### src/rtl/divu_hilo_unit_if.sv
// divu_hilo_unit_if: execute-stage bus between the controller/datapath and
// the multi-cycle HI/LO divider.
//
// Handshake: a divide is issued by presenting a divide funct code on Signal
// together with dataA/dataB. The unit accepts it only while idle (busy==0
// and done==0); codes presented while busy or during the done cycle are
// dropped, so the master holds off until busy falls. done pulses for one
// cycle when HI/LO have just been written. dataOut is a combinational read
// of HI/LO selected by Signal.
interface divu_hilo_unit_if #(
    parameter int WIDTH = 32
);
    logic [WIDTH-1:0] dataA;
    logic [WIDTH-1:0] dataB;
    logic [5:0]       Signal;
    logic [WIDTH-1:0] dataOut;
    logic             busy;
    logic             done;
    logic             div_zero;

    modport master (
        output dataA, dataB, Signal,
        input  dataOut, busy, done, div_zero
    );

    modport slave (
        input  dataA, dataB, Signal,
        output dataOut, busy, done, div_zero
    );
endinterface

### src/rtl/divu_hilo_unit.sv
// divu_hilo_unit: multi-cycle restoring divider writing HI (remainder) and
// LO (quotient), with MFHI/MFLO read-back on dataOut. One quotient bit per
// clock, WIDTH iterations per divide.
//
// Optional feature macro: DIV_SIGNED_EN adds the signed DIV funct code;
// operands are divided as magnitudes and the results sign-corrected when
// HI/LO are written. Without it, DIV is an unknown code and ignored.
module divu_hilo_unit #(
    parameter int WIDTH = 32,
    parameter int CNT_W = 6
) (
    input  logic             clk,
    input  logic             reset,
    divu_hilo_unit_if.slave  bus,
    output logic [1:0]       dbg_state
);

    localparam logic [5:0] FN_DIVU = 6'd27;
    localparam logic [5:0] FN_MFHI = 6'd16;
    localparam logic [5:0] FN_MFLO = 6'd18;
`ifdef DIV_SIGNED_EN
    localparam logic [5:0] FN_DIV  = 6'd26;
`endif

    typedef enum logic [1:0] {
        IDLE = 2'd0,
        RUN  = 2'd1,
        DONE = 2'd2
    } state_t;

    state_t           state;
    logic [WIDTH-1:0] q;        // dividend shifts out the top, quotient in at the bottom
    logic [WIDTH-1:0] rem;
    logic [WIDTH-1:0] divisor;
    logic [CNT_W-1:0] cnt;
    logic [WIDTH-1:0] hi;
    logic [WIDTH-1:0] lo;
    logic             busy_r;
    logic             done_r;
    logic             dz_r;
`ifdef DIV_SIGNED_EN
    logic             neg_q;
    logic             neg_r;
`endif

    // Issue decode and operand conditioning.
    logic             is_div;
    logic [WIDTH-1:0] a_in;
    logic [WIDTH-1:0] b_in;
`ifdef DIV_SIGNED_EN
    logic             a_neg;
    logic             b_neg;
`endif

    // Decide whether Signal starts a divide and form the operands to latch.
    always_comb begin
        is_div = (bus.Signal == FN_DIVU);
        a_in   = bus.dataA;
        b_in   = bus.dataB;
`ifdef DIV_SIGNED_EN
        a_neg  = 1'b0;
        b_neg  = 1'b0;
        if (bus.Signal == FN_DIV) begin
            is_div = 1'b1;
            a_neg  = bus.dataA[WIDTH-1];
            b_neg  = bus.dataB[WIDTH-1];
            a_in   = a_neg ? (~bus.dataA + 1'b1) : bus.dataA;
            b_in   = b_neg ? (~bus.dataB + 1'b1) : bus.dataB;
        end
`endif
    end

    // One restoring step. The subtraction is WIDTH+1 bits wide: the shifted
    // remainder can exceed WIDTH bits when the divisor has its MSB set, and
    // bit WIDTH of the difference is the borrow (1 = divisor did not fit).
    logic [WIDTH:0]   rem_sh;
    logic [WIDTH:0]   diff;
    logic             fits;
    logic [WIDTH-1:0] q_next;
    logic [WIDTH-1:0] rem_next;
    logic [WIDTH-1:0] lo_fin;
    logic [WIDTH-1:0] hi_fin;
    logic             last;

    // Next quotient/remainder for this iteration and the values to commit.
    always_comb begin
        rem_sh   = {rem, q[WIDTH-1]};
        diff     = rem_sh - {1'b0, divisor};
        fits     = ~diff[WIDTH];
        q_next   = {q[WIDTH-2:0], fits};
        rem_next = fits ? diff[WIDTH-1:0] : rem_sh[WIDTH-1:0];
        lo_fin   = q_next;
        hi_fin   = rem_next;
`ifdef DIV_SIGNED_EN
        if (neg_q) lo_fin = ~q_next + 1'b1;
        if (neg_r) hi_fin = ~rem_next + 1'b1;
`endif
        last     = (cnt == CNT_W'(WIDTH - 1));
    end

    // Control FSM with datapath registers; HI/LO change only on the last step.
    always_ff @(posedge clk) begin
        if (reset) begin
            state   <= IDLE;
            q       <= '0;
            rem     <= '0;
            divisor <= '0;
            cnt     <= '0;
            hi      <= '0;
            lo      <= '0;
            busy_r  <= 1'b0;
            done_r  <= 1'b0;
            dz_r    <= 1'b0;
`ifdef DIV_SIGNED_EN
            neg_q   <= 1'b0;
            neg_r   <= 1'b0;
`endif
        end else begin
            case (state)
                IDLE: begin
                    done_r <= 1'b0;
                    if (is_div) begin
                        q       <= a_in;
                        divisor <= b_in;
                        rem     <= '0;
                        cnt     <= '0;
                        busy_r  <= 1'b1;
`ifdef DIV_SIGNED_EN
                        neg_q   <= a_neg ^ b_neg;
                        neg_r   <= a_neg;
`endif
                        state   <= RUN;
                    end
                end
                RUN: begin
                    q   <= q_next;
                    rem <= rem_next;
                    cnt <= cnt + CNT_W'(1);
                    if (last) begin
                        hi     <= hi_fin;
                        lo     <= lo_fin;
                        dz_r   <= (divisor == '0);
                        busy_r <= 1'b0;
                        done_r <= 1'b1;
                        state  <= DONE;
                    end
                end
                DONE: begin
                    done_r <= 1'b0;
                    state  <= IDLE;
                end
                default: begin
                    busy_r <= 1'b0;
                    done_r <= 1'b0;
                    state  <= IDLE;
                end
            endcase
        end
    end

    // Combinational HI/LO read-back selected by the funct code.
    always_comb begin
        case (bus.Signal)
            FN_MFHI: bus.dataOut = hi;
            FN_MFLO: bus.dataOut = lo;
            default: bus.dataOut = '0;
        endcase
    end

    assign bus.busy     = busy_r;
    assign bus.done     = done_r;
    assign bus.div_zero = dz_r;
    assign dbg_state    = state;

endmodule

### src/flat_wrapper.sv
// flat-port wrapper written by rule: the top's interface ports become plain ports
module divu_hilo_unit_flat 
#(
    parameter int WIDTH = 32,
    parameter int CNT_W = 6
)
  (clk, reset, dbg_state, bus_dataA, bus_dataB, bus_Signal, bus_dataOut, bus_busy, bus_done, bus_div_zero);
  divu_hilo_unit_if #(.WIDTH(WIDTH)) bus_i ();
  input  logic clk;
  input  logic reset;
  output logic [1:0] dbg_state;
  input wire logic [$bits(bus_i.dataA)-1:0] bus_dataA;
  input wire logic [$bits(bus_i.dataB)-1:0] bus_dataB;
  input wire logic [$bits(bus_i.Signal)-1:0] bus_Signal;
  output wire logic [$bits(bus_i.dataOut)-1:0] bus_dataOut;
  output wire logic [$bits(bus_i.busy)-1:0] bus_busy;
  output wire logic [$bits(bus_i.done)-1:0] bus_done;
  output wire logic [$bits(bus_i.div_zero)-1:0] bus_div_zero;
  assign bus_i.dataA = bus_dataA;
  assign bus_i.dataB = bus_dataB;
  assign bus_i.Signal = bus_Signal;
  assign bus_dataOut = bus_i.dataOut;
  assign bus_busy = bus_i.busy;
  assign bus_done = bus_i.done;
  assign bus_div_zero = bus_i.div_zero;
  divu_hilo_unit #(.WIDTH(WIDTH), .CNT_W(CNT_W)) u_core (.clk(clk), .reset(reset), .bus(bus_i), .dbg_state(dbg_state));
endmodule
### config.mk
export PLATFORM = sky130hd
export DESIGN_NAME = divu_hilo_unit_flat
export DESIGN_NICKNAME = d
export VERILOG_FILES = /design/src/rtl/divu_hilo_unit_if.sv /design/src/rtl/divu_hilo_unit.sv /design/src/flat_wrapper.sv
export SDC_FILE = /design/constraint.sdc
export NUM_CORES = 1
export LEC_CHECK = 0
export CORE_MARGIN = 2
export CORE_UTILIZATION = 29
export CTS_CLUSTER_DIAMETER = 100
export DETAILED_ROUTE_END_ITERATION = 16
export SYNTH_ARGS = -nofsm -noshare
export SYNTH_HDL_FRONTEND = slang
export SYNTH_SLANG_ARGS = --single-unit
### constraint.sdc
create_clock -name clk -period 2.8 [get_ports clk]
set_input_delay 0.42 -clock clk [delete_from_list [all_inputs] [get_ports clk]]
set_output_delay 0.42 -clock clk [all_outputs]
set_load 0.05 [all_outputs]
# Word-level counts from Yosys, hierarchy flattened
# Index checks and enable logic that the tools add are counted.
dict set report op_classes {
  n_shift 0
  eq_ne 8
  mux 14
  bitwise_logic 3
  n_mul 0
  magnitude_cmp 0
  div_mod_pow 0
  n_addsub 2
  reduce_logical 9
}
# operator count
set op_table {}
lappend op_table {{32-bit one-hot mux with 2 select lines} 3}
lappend op_table {{32-bit 2-to-1 mux} 3}
lappend op_table {{33-bit by 32-bit subtractor with 33-bit output} 1}
lappend op_table {{32-bit zero test} 1}
lappend op_table {{6-bit by 5-bit equality test with 1-bit output, second input constant} 4}
lappend op_table {{6-bit one-hot mux with 2 select lines} 1}
lappend op_table {{2-bit AND reduction} 4}
lappend op_table {{6-bit by 1-bit adder with 6-bit output, second input constant} 1}
lappend op_table {{6-bit 2-to-1 mux} 1}
lappend op_table {{2-bit 2-to-1 mux} 2}
lappend op_table {{2-bit by 1-bit inequality test with 1-bit output, second input constant} 2}
lappend op_table {{2-bit one-hot mux with 2 select lines} 1}
lappend op_table {{1-bit inverter} 3}
lappend op_table {{1-bit one-hot mux with 3 select lines} 1}
lappend op_table {{3-bit AND reduction} 1}
lappend op_table {{2-bit by 1-bit equality test with 1-bit output, second input constant} 1}
lappend op_table {{2-bit equality test, second input constant} 1}
lappend op_table {{2-bit zero test} 1}
lappend op_table {{1-bit 2-to-1 mux} 2}
lappend op_table {{2-bit nonzero test} 1}
lappend op_table {{2-bit OR reduction} 1}
dict set report word_totals {
  n_memories 0
  rom_bits 0
  output_inout_bits 37
  elab_cells 46
  latch_bits 0
  ram_bits 0
  in_bits 72
  register_bits 171
}

# Longest topological paths before layout
# Gate-level depths: netlist of the first run.
dict set report logic_depth {
  ltp_word 3
  mapped_depth 14
  depth_no_buf 12
}

# Worst setup path before layout of the first run
# Ideal clock, no wire load.
dict set report synth_timing {
  path_type {register to register}
  from {register u_core.q[31]}
  to {register u_core.rem[25]}
  t_arrival_ns 2.641
  path_stages_with_launch 15
  setup_time_ns 0.126
  t_required_ns 2.674
  setup_slack_ns 0.033
  path_buffers 2
  period_less_slack_ns 2.767
  cell_sequence {dfxtp_1 > inv_1 > ha_1 > inv_1 > fa_1 > a211oi_2 > o211ai_1 > a211oi_2 > nor3_1 > o311ai_1 > nand2_1 > buf_2 > buf_4 > a32oi_1 > o21ai_1}
}
dict set report synth_between {
  elab_chain_len 3
}
# item line_no
set synth_lines {}
lappend synth_lines {{from (decl)} divu_hilo_unit.sv:32} ;# logic [WIDTH-1:0] q;
lappend synth_lines {{from (signal assigned)} divu_hilo_unit.sv:123} ;# q <= a_in;
lappend synth_lines {{from (signal assigned)} divu_hilo_unit.sv:136} ;# q <= q_next;
lappend synth_lines {{33-bit by 32-bit subtractor with 33-bit output} divu_hilo_unit.sv:88} ;# diff = rem_sh - {1'b0, divisor};
lappend synth_lines {{32-bit 2-to-1 mux} divu_hilo_unit.sv:91} ;# rem_next = fits ? diff[WIDTH-1:0] : rem_sh[WIDTH-1:0];
lappend synth_lines {{32-bit one-hot mux with 2 select lines} divu_hilo_unit.sv:119} ;# case (state)
lappend synth_lines {{to (signal assigned)} divu_hilo_unit.sv:137} ;# rem <= rem_next;
lappend synth_lines {{to (decl)} divu_hilo_unit.sv:33} ;# logic [WIDTH-1:0] rem;
# Every way passes these cells.
# A chain may end at the register's enable or synchronous reset.

# Worst setup path in the final report of the first run
dict set report layout_timing {
  from {register u_core.q[31]}
  to {register u_core.hi[20]}
}
dict set report layout_between {
  elab_chain_len 2
}
# item line_no
set layout_lines {}
lappend layout_lines {{33-bit by 32-bit subtractor with 33-bit output} divu_hilo_unit.sv:88}
lappend layout_lines {{32-bit 2-to-1 mux} divu_hilo_unit.sv:91}
lappend layout_lines {{to (signal assigned)} divu_hilo_unit.sv:140} ;# hi <= hi_fin;
lappend layout_lines {{to (decl)} divu_hilo_unit.sv:36} ;# logic [WIDTH-1:0] hi;
# Every way passes these cells.

==> impl_metrics.json, run 1 <==
{
  "grt_setup_unrepaired": "yes",
  "number_of_warnings_reported_in_the_yosys_synthesis_log": 0,
  "timing.clock.skew_ps": 16.0,
  "grt_max_degree": 54,
  "synth-xor-area-share_pct": 2.60,
  "synth-compound-area-share_pct": 22.7,
  "globalRouteOverflowTotal": 0,
  "floorplan.core_area_mm2": 0.0297,
  "synthMuxAreaShare_pct": 6.13,
  "leakage_nw": 4.60,
  "num_antenna_cells": 0,
  "fraction_of_power_spent_switching_nets_pct": 29.4,
  "cts-htree-levels": 4,
  "final.period_utilization_pct": 103,
  "die_area_mm2": 0.0316,
  "finish.cell_count_without_fillers": 1665,
  "routabilityCongestion": 0.902,
  "endpoint_kind": "flip-flop",
  "worstPathMaxFanout": 2,
  "failing_checks": "negative setup slack",
  "vias": 8506,
  "timing_hold_violations_final": 0,
  "finish.net_count": 1368,
  "synth_top_family_by_area": "compound AO/OA/AOI/OAI gates",
  "floorplan.rows": 63,
  "yosysSeqAreaShare_pct": 39.1,
  "start_util_pct": 29.5,
  "cp.arrival_ps": 3230,
  "fill_cells": 2948,
  "switching_power_mw": 1.71,
  "synth_seq_cells": 171,
  "min_path_type": "input pin to flip-flop",
  "drtIter0Drc": 515,
  "pwr-share-comb_pct": 16.7,
  "status": "finished with violations",
  "vias_in_the_first_global_route": 8216,
  "power.clock.fraction_pct": 41.3,
  "synth.largest_area_cell": "dfxtp_1",
  "antenna_left": 0,
  "cts-root-to-sink-buffers": 2,
  "dp_cells": 1620,
  "setup_viol_count_final": 50,
  "internal_power_mw": 4.12,
  "postSynth.topFlopCell": "dfxtp_1",
  "timing.final.crit_period_ps": 2880,
  "first_pass_grt_wire_length_um": 44200,
  "synthDominantCellAreaShare_pct": 39.1,
  "post-route-util_pct": 40.9,
  "syn_to_final_growth_pct": 38.8,
  "power.density_mw_per_mm2": 480,
  "synth_simple_gate_area_share_pct": 19.6,
  "clockRootBuffer": "clkbuf_16",
  "syn_avg_cell_area_um2": 7.89,
  "synth_area_leaders": "dfxtp_1 39%, nand2_1 8.1%, a21oi_1 7.4%, mux2i_1 5.8%, ha_1 4.7%",
  "synth_fa_ha_area_share_pct": 4.94,
  "dp.final_hpwl_um": 20500,
  "tritoncts_buffers": 17,
  "startpoint_type": "flip-flop",
  "slew_headroom_pct": 54.7,
  "number_of_flops_mapped_to_enable_cells_by_yosys": 0,
  "clkSlewWorstSetupHoldPaths_ps": 70,
  "cts_sinks": 171,
  "totalWireLength_um": 28300,
  "io_buffer_count": 108,
  "synthCells": 1110,
  "clock_tree_from_tritoncts": "built",
  "routedWlPerCell_um": 17.0,
  "max_cap_viol_count": 0,
  "clk_latency_ps": 450,
  "io-pin-count": 109,
  "cp_data_required_time_ps": 3150,
  "detail_route.vias_per_cell": 5.11,
  "seq_power_share_pct": 42.0,
  "vdd.ir_drop.worst_mv": 0.437,
  "worstMarginPinSlew_ps": 679,
  "synthArstFlopShare_pct": 0,
  "final-max-slew-violation-count": 0,
  "fp.dieH_um": 178,
  "synth_area_mm2": 0.00876,
  "timing.fmax_mhz": 347,
  "worst-setup-path-type": "flip-flop to flip-flop",
  "mappedNetlistNets": 1216,
  "number_of_distinct_standard_cells_referenced_by_the_synthesized_netlist": 66,
  "die_width_um": 178,
  "drt_first_pass_iters": 5,
  "worst_slack_ps": -78.7,
  "grt_antenna_before_repair": 0,
  "drcViolationCount": 0,
  "gr-usage-all-layers_pct": 17.8,
  "post_route_cells_drive_above_1_share_pct": 20.2
}
## cell families after synthesis
kind of cell / after synthesis
AO/OA/AOI/OAI: 324
flip-flops: 171
AND/OR/NAND/NOR: 398
buffers and inverters: 104
multiplexers: 53
adder cells (fa/ha/maj): 34
XOR/XNOR: 26
## worst max-delay path: stages, from the launching register on
cell and delay, ps:
dfxtp_2 330, inv_2 60, ha_4 130, inv_2 30, fa_2 340, a211oi_2 210
o211ai_1 150, a211oi_2 310, nor3_2 80, o311a_4 420, buf_4 150, buf_4 130
nor3_2 180, a21oi_1 80, a211oi_1 210
## flip-flops by register name, summed over array words and instances (netlist names), 2 cells and up
signal            flops
u_core.dbg_state      2
u_core.lo            32
u_core.q             32
u_core.rem           32
u_core.cnt            6
u_core.hi            32
u_core.divisor       32
## metal layers
metal | vias up | wire, um | track usage, %
met5 | - | 0 | 0
met4 | 0 | 589 | 4.82
met3 | 41 | 939 | 2.76
met2 | 189 | 14000 | 31.0
met1 | 4052 | 12700 | 22.9
li1 | 4224 | - | -
## cell type report
class | count | area (um2) | share of cell area [%]
multi-input cells | 835 | 5340 | 43.9
well taps | 390 | 488 | 4.01
flip-flops and latches | 171 | 3440 | 28.3
repair buffers | 200 | 2150 | 17.7
clock buffers | 17 | 425 | 3.50
inverters | 37 | 141 | 1.16
clock inverters | 15 | 170 | 1.40
## power by group through the flow
| stage | logic [mW] | registers (mW) | clock network, mW |
|---|---|---|---|
| final | 0.974 | 2.45 | 2.41 |
| after detailed placement | 0.732 | 2.51 | 0 |
| after CTS | 0.824 | 2.45 | 2.44 |
| after global routing | 1.03 | 2.45 | 2.54 |
| after floorplan | 0.437 | 2.51 | 0 |
| after global placement | 0.731 | 2.51 | 0 |
## metrics by stage
step / setup TNS, ps / hold slack [ps] / total power, mW / instance area [um2] / worst slack (ps)
floorplan: 0 / 436 / 2.95 / 8760 / 32.7
global placement: -748 / 440 / 3.24 / 11000 / -46.6
detailed placement: -4710 / 447 / 3.24 / 11000 / -143
CTS: -1870 / 226 / 5.72 / 11800 / -87.9
global route: -10400 / 258 / 6.02 / 12200 / -238
finish: -1390 / 237 / 5.84 / 12200 / -78.7
## Yosys cell counts (11+ instances only)
| master | count |
|---|---|
| dfxtp_1 | 171 |
| a211oi_1 | 12 |
| nand3_1 | 19 |
| a22oi_1 | 19 |
| nand2_1 | 190 |
| nand4_1 | 11 |
| a21o_1 | 11 |
| clkbuf_1 | 58 |
| o21ai_1 | 22 |
| ha_1 | 33 |
| nor3_1 | 36 |
| mux2i_1 | 51 |
| xnor2_1 | 17 |
| inv_1 | 37 |
| o21ai_0 | 64 |
| a21oi_1 | 130 |
| a22o_1 | 18 |
| nor2_1 | 102 |
## cells in the final DEF (no fill, tap or decap), types with 33 or more instances in the layout
master and n:
nand2_1 183, dfxtp_1 160, a21oi_1 124, nor2_1 100
buf_4 85, clkdlybuf4s50_1 74, o21ai_0 56, mux2i_1 37
buf_12 35, inv_1 33
## repair_timing
item	in CTS	in global routing
resized for setup	34	81
setup endpoints to repair	63	65
buffers inserted	7	6
hold buffers	0	0
cloned	1	1
endpoints found under the hold margin	0	0
pin swaps	13	36
## worst paths after layout
kind	startpoint	endpoint	slack (ps)	cells past startpoint
setup / recovery	u_core.q[31]$_SDFFE_PP0P_	u_core.hi[20]$_SDFFE_PP0P_	-80	14
hold / removal	reset	u_core.lo[21]$_SDFFE_PP0P_	240	2
setup reg to reg	u_core.q[31]$_SDFFE_PP0P_	u_core.hi[20]$_SDFFE_PP0P_	-80	14
hold reg to reg	u_core.lo[28]$_SDFFE_PP0P_	u_core.lo[28]$_SDFFE_PP0P_	460	2
Note: power is estimated with default switching activity, not from simulation.
==> run 2: changes to the inputs <==
SLEW_MARGIN = 20   (was unset)
==> results of run 2 <==
Same layout as run 1: the final DEF is identical, and so are final timing and power.
==> run 3: changes to the inputs <==
CORE_MARGIN = 3   (was 2)
==> impl_metrics.json, run 3 (same netlist as run 1, synthesis figures left out) <==
{
  "status": "finished with violations",
  "failing_checks": "negative setup slack",
  "grt_setup_unrepaired": "yes",
  "worst-setup-path-type": "flip-flop to flip-flop",
  "drt_first_pass_iters": 5,
  "finalPower_mw": 5.73,
  "worst_slack_ps": -134,
  "max_cap_viol_count": 0,
  "stdcell_area_mm2": 0.0119,
  "dp.final_hpwl_um": 20400,
  "grt_antenna_before_repair": 0,
  "cp_data_required_time_ps": 3160,
  "vias_in_the_first_global_route": 8298,
  "finish.cell_count_without_fillers": 1650,
  "layout.cells.most_common_list": "188 x nand2_1, 169 x dfxtp_1, 123 x a21oi_1, 99 x nor2_1",
  "drcViolationCount": 0,
  "detail_route.vias_per_cell": 5.09,
  "worst_hold_path.num_cells": 2,
  "clock_tree_from_tritoncts": "built",
  "num_antenna_cells": 0,
  "syn_to_final_growth_pct": 35.9,
  "post_route_cells_drive_above_1_share_pct": 16.7,
  "die_width_um": 180,
  "routabilityCongestion": 0.910,
  "worstPathMaxFanout": 5,
  "leakage_nw": 4.50,
  "worstHoldStart": "reset",
  "vdd.ir_drop.worst_mv": 0.447,
  "timing.rr.end": "u_core.hi[19]$_SDFFE_PP0P_",
  "floorplan.rows": 62,
  "timing.clock.skew_ps": 12.6,
  "start_util_pct": 30.0,
  "tritoncts_buffers": 17,
  "drtIter0Drc": 473,
  "worstMarginPinSlew_ps": 744,
  "vias": 8392,
  "clockRootBuffer": "clkbuf_16",
  "r2r_slack_ps": -130,
  "final.period_utilization_pct": 105,
  "mostFrequentLayoutCell": "nand2_1",
  "setup_total_negative_slack_ps": -2730,
  "power.density_mw_per_mm2": 481,
  "io_buffer_count": 108,
  "totalWireLength_um": 27700,
  "setup_viol_count_final": 53,
  "startpoint_type": "flip-flop",
  "post-route-util_pct": 40.7,
  "cts_sinks": 171,
  "routedWlPerCell_um": 16.8,
  "fp.dieH_um": 180,
  "antenna_left": 0,
  "cp.arrival_ps": 3290,
  "detailedPlace.worstSlack_ps": -135,
  "gr-usage-all-layers_pct": 16.9,
  "slew_headroom_pct": 50.3,
  "timing.final.crit_period_ps": 2930,
  "clk_latency_ps": 440,
  "timing.fmax_mhz": 341,
  "die_area_mm2": 0.0323,
  "reg2reg_from": "u_core.divisor[0]$_SDFFE_PP0P_",
  "cts-root-to-sink-buffers": 2,
  "worst_hold_path.endpoint": "u_core.cnt[4]$_SDFFE_PP0P_",
  "final-max-slew-violation-count": 0,
  "first_pass_grt_wire_length_um": 44600,
  "finish.net_count": 1359,
  "endpoint_kind": "flip-flop",
  "floorplan.core_area_mm2": 0.0292,
  "clkSlewWorstSetupHoldPaths_ps": 80,
  "cts-htree-levels": 4,
  "dp_cells": 1611,
  "grt_max_degree": 72,
  "ff2ff_path_depth": 14,
  "timing_hold_violations_final": 0,
  "io-pin-count": 109,
  "dpl_cell_area_mm2": 0.0110,
  "worst_hold_margin_ps": 379,
  "min_path_type": "input pin to flip-flop",
  "globalRouteOverflowTotal": 0
}
-- run 3: cell count changes in the layout (fill, tap and decap cells not counted), moves of 5 or more --
| cell | change |
|---|---|
| dfxtp_2 | -8 |
| ha_2 | -6 |
| nand2_1 | +5 |
| ha_1 | +9 |
| dfxtp_1 | +9 |
| buf_4 | -11 |
-- run 3: cell type report --
class                           instances  area (um2)
Sequential cell                       171        3430
Inverter                               37         139
Clock buffer                           17         425
Multi-Input combinational cell        835        5150
Timing Repair Buffer                  191        2110
Clock inverter                         15         173
Tap cell                              384         480
Fill cell                            2963       17300
-- run 3: critical path, cell delays in order (launching register included) --
cell and delay, ps:
dfxtp_2 370, ha_4 150, inv_2 40, fa_2 340, a211oi_2 200, o211ai_1 150, a211oi_2 350, nor3_2 110
o311a_4 350, nor2_8 170, buf_4 180, buf_16 110, buf_4 120, nand2_2 70, a21oi_1 160
-- run 3: metal layers --
metal	global-route usage, %	routed length [um]
met4	5.20	649
met3	2.99	1030
met5	0	0
met1	21.6	12500
met2	29.0	13500
-- run 3: worst max path at each step --
stage	startpoint	to	slack, ps
after floorplan	u_core.q[31]$_SDFFE_PP0P_	u_core.rem[25]$_SDFFE_PP0P_	30
after global placement	u_core.q[31]$_SDFFE_PP0P_	u_core.hi[9]$_SDFFE_PP0P_	-50
after detailed placement	u_core.q[31]$_SDFFE_PP0P_	u_core.rem[10]$_SDFFE_PP0P_	-140
after CTS	u_core.divisor[0]$_SDFFE_PP0P_	u_core.hi[19]$_SDFFE_PP0P_	-90
after global routing	u_core.q[31]$_SDFFE_PP0P_	u_core.hi[19]$_SDFFE_PP0P_	-340
final	u_core.divisor[0]$_SDFFE_PP0P_	u_core.hi[19]$_SDFFE_PP0P_	-130
-- run 3: where the power goes --
| group | leakage [nW] | total, mW | internal, mW | switching, mW |
|---|---|---|---|---|
| Sequential | 1.38 | 2.45 | 2.44 | 0.0116 |
| Combinational | 2.83 | 0.899 | 0.434 | 0.465 |
| Clock | 0.289 | 2.38 | 1.21 | 1.17 |
| Total | 4.50 | 5.73 | 4.08 | 1.65 |
-- run 3: timing repair --
item	CTS	global route
setup buffers	3	3
hold buffers	0	0
setup endpoints to repair	62	65
cloned	1	0
pin swaps	3	9
hold endpoints to repair	0	0
gates resized for setup	20	46
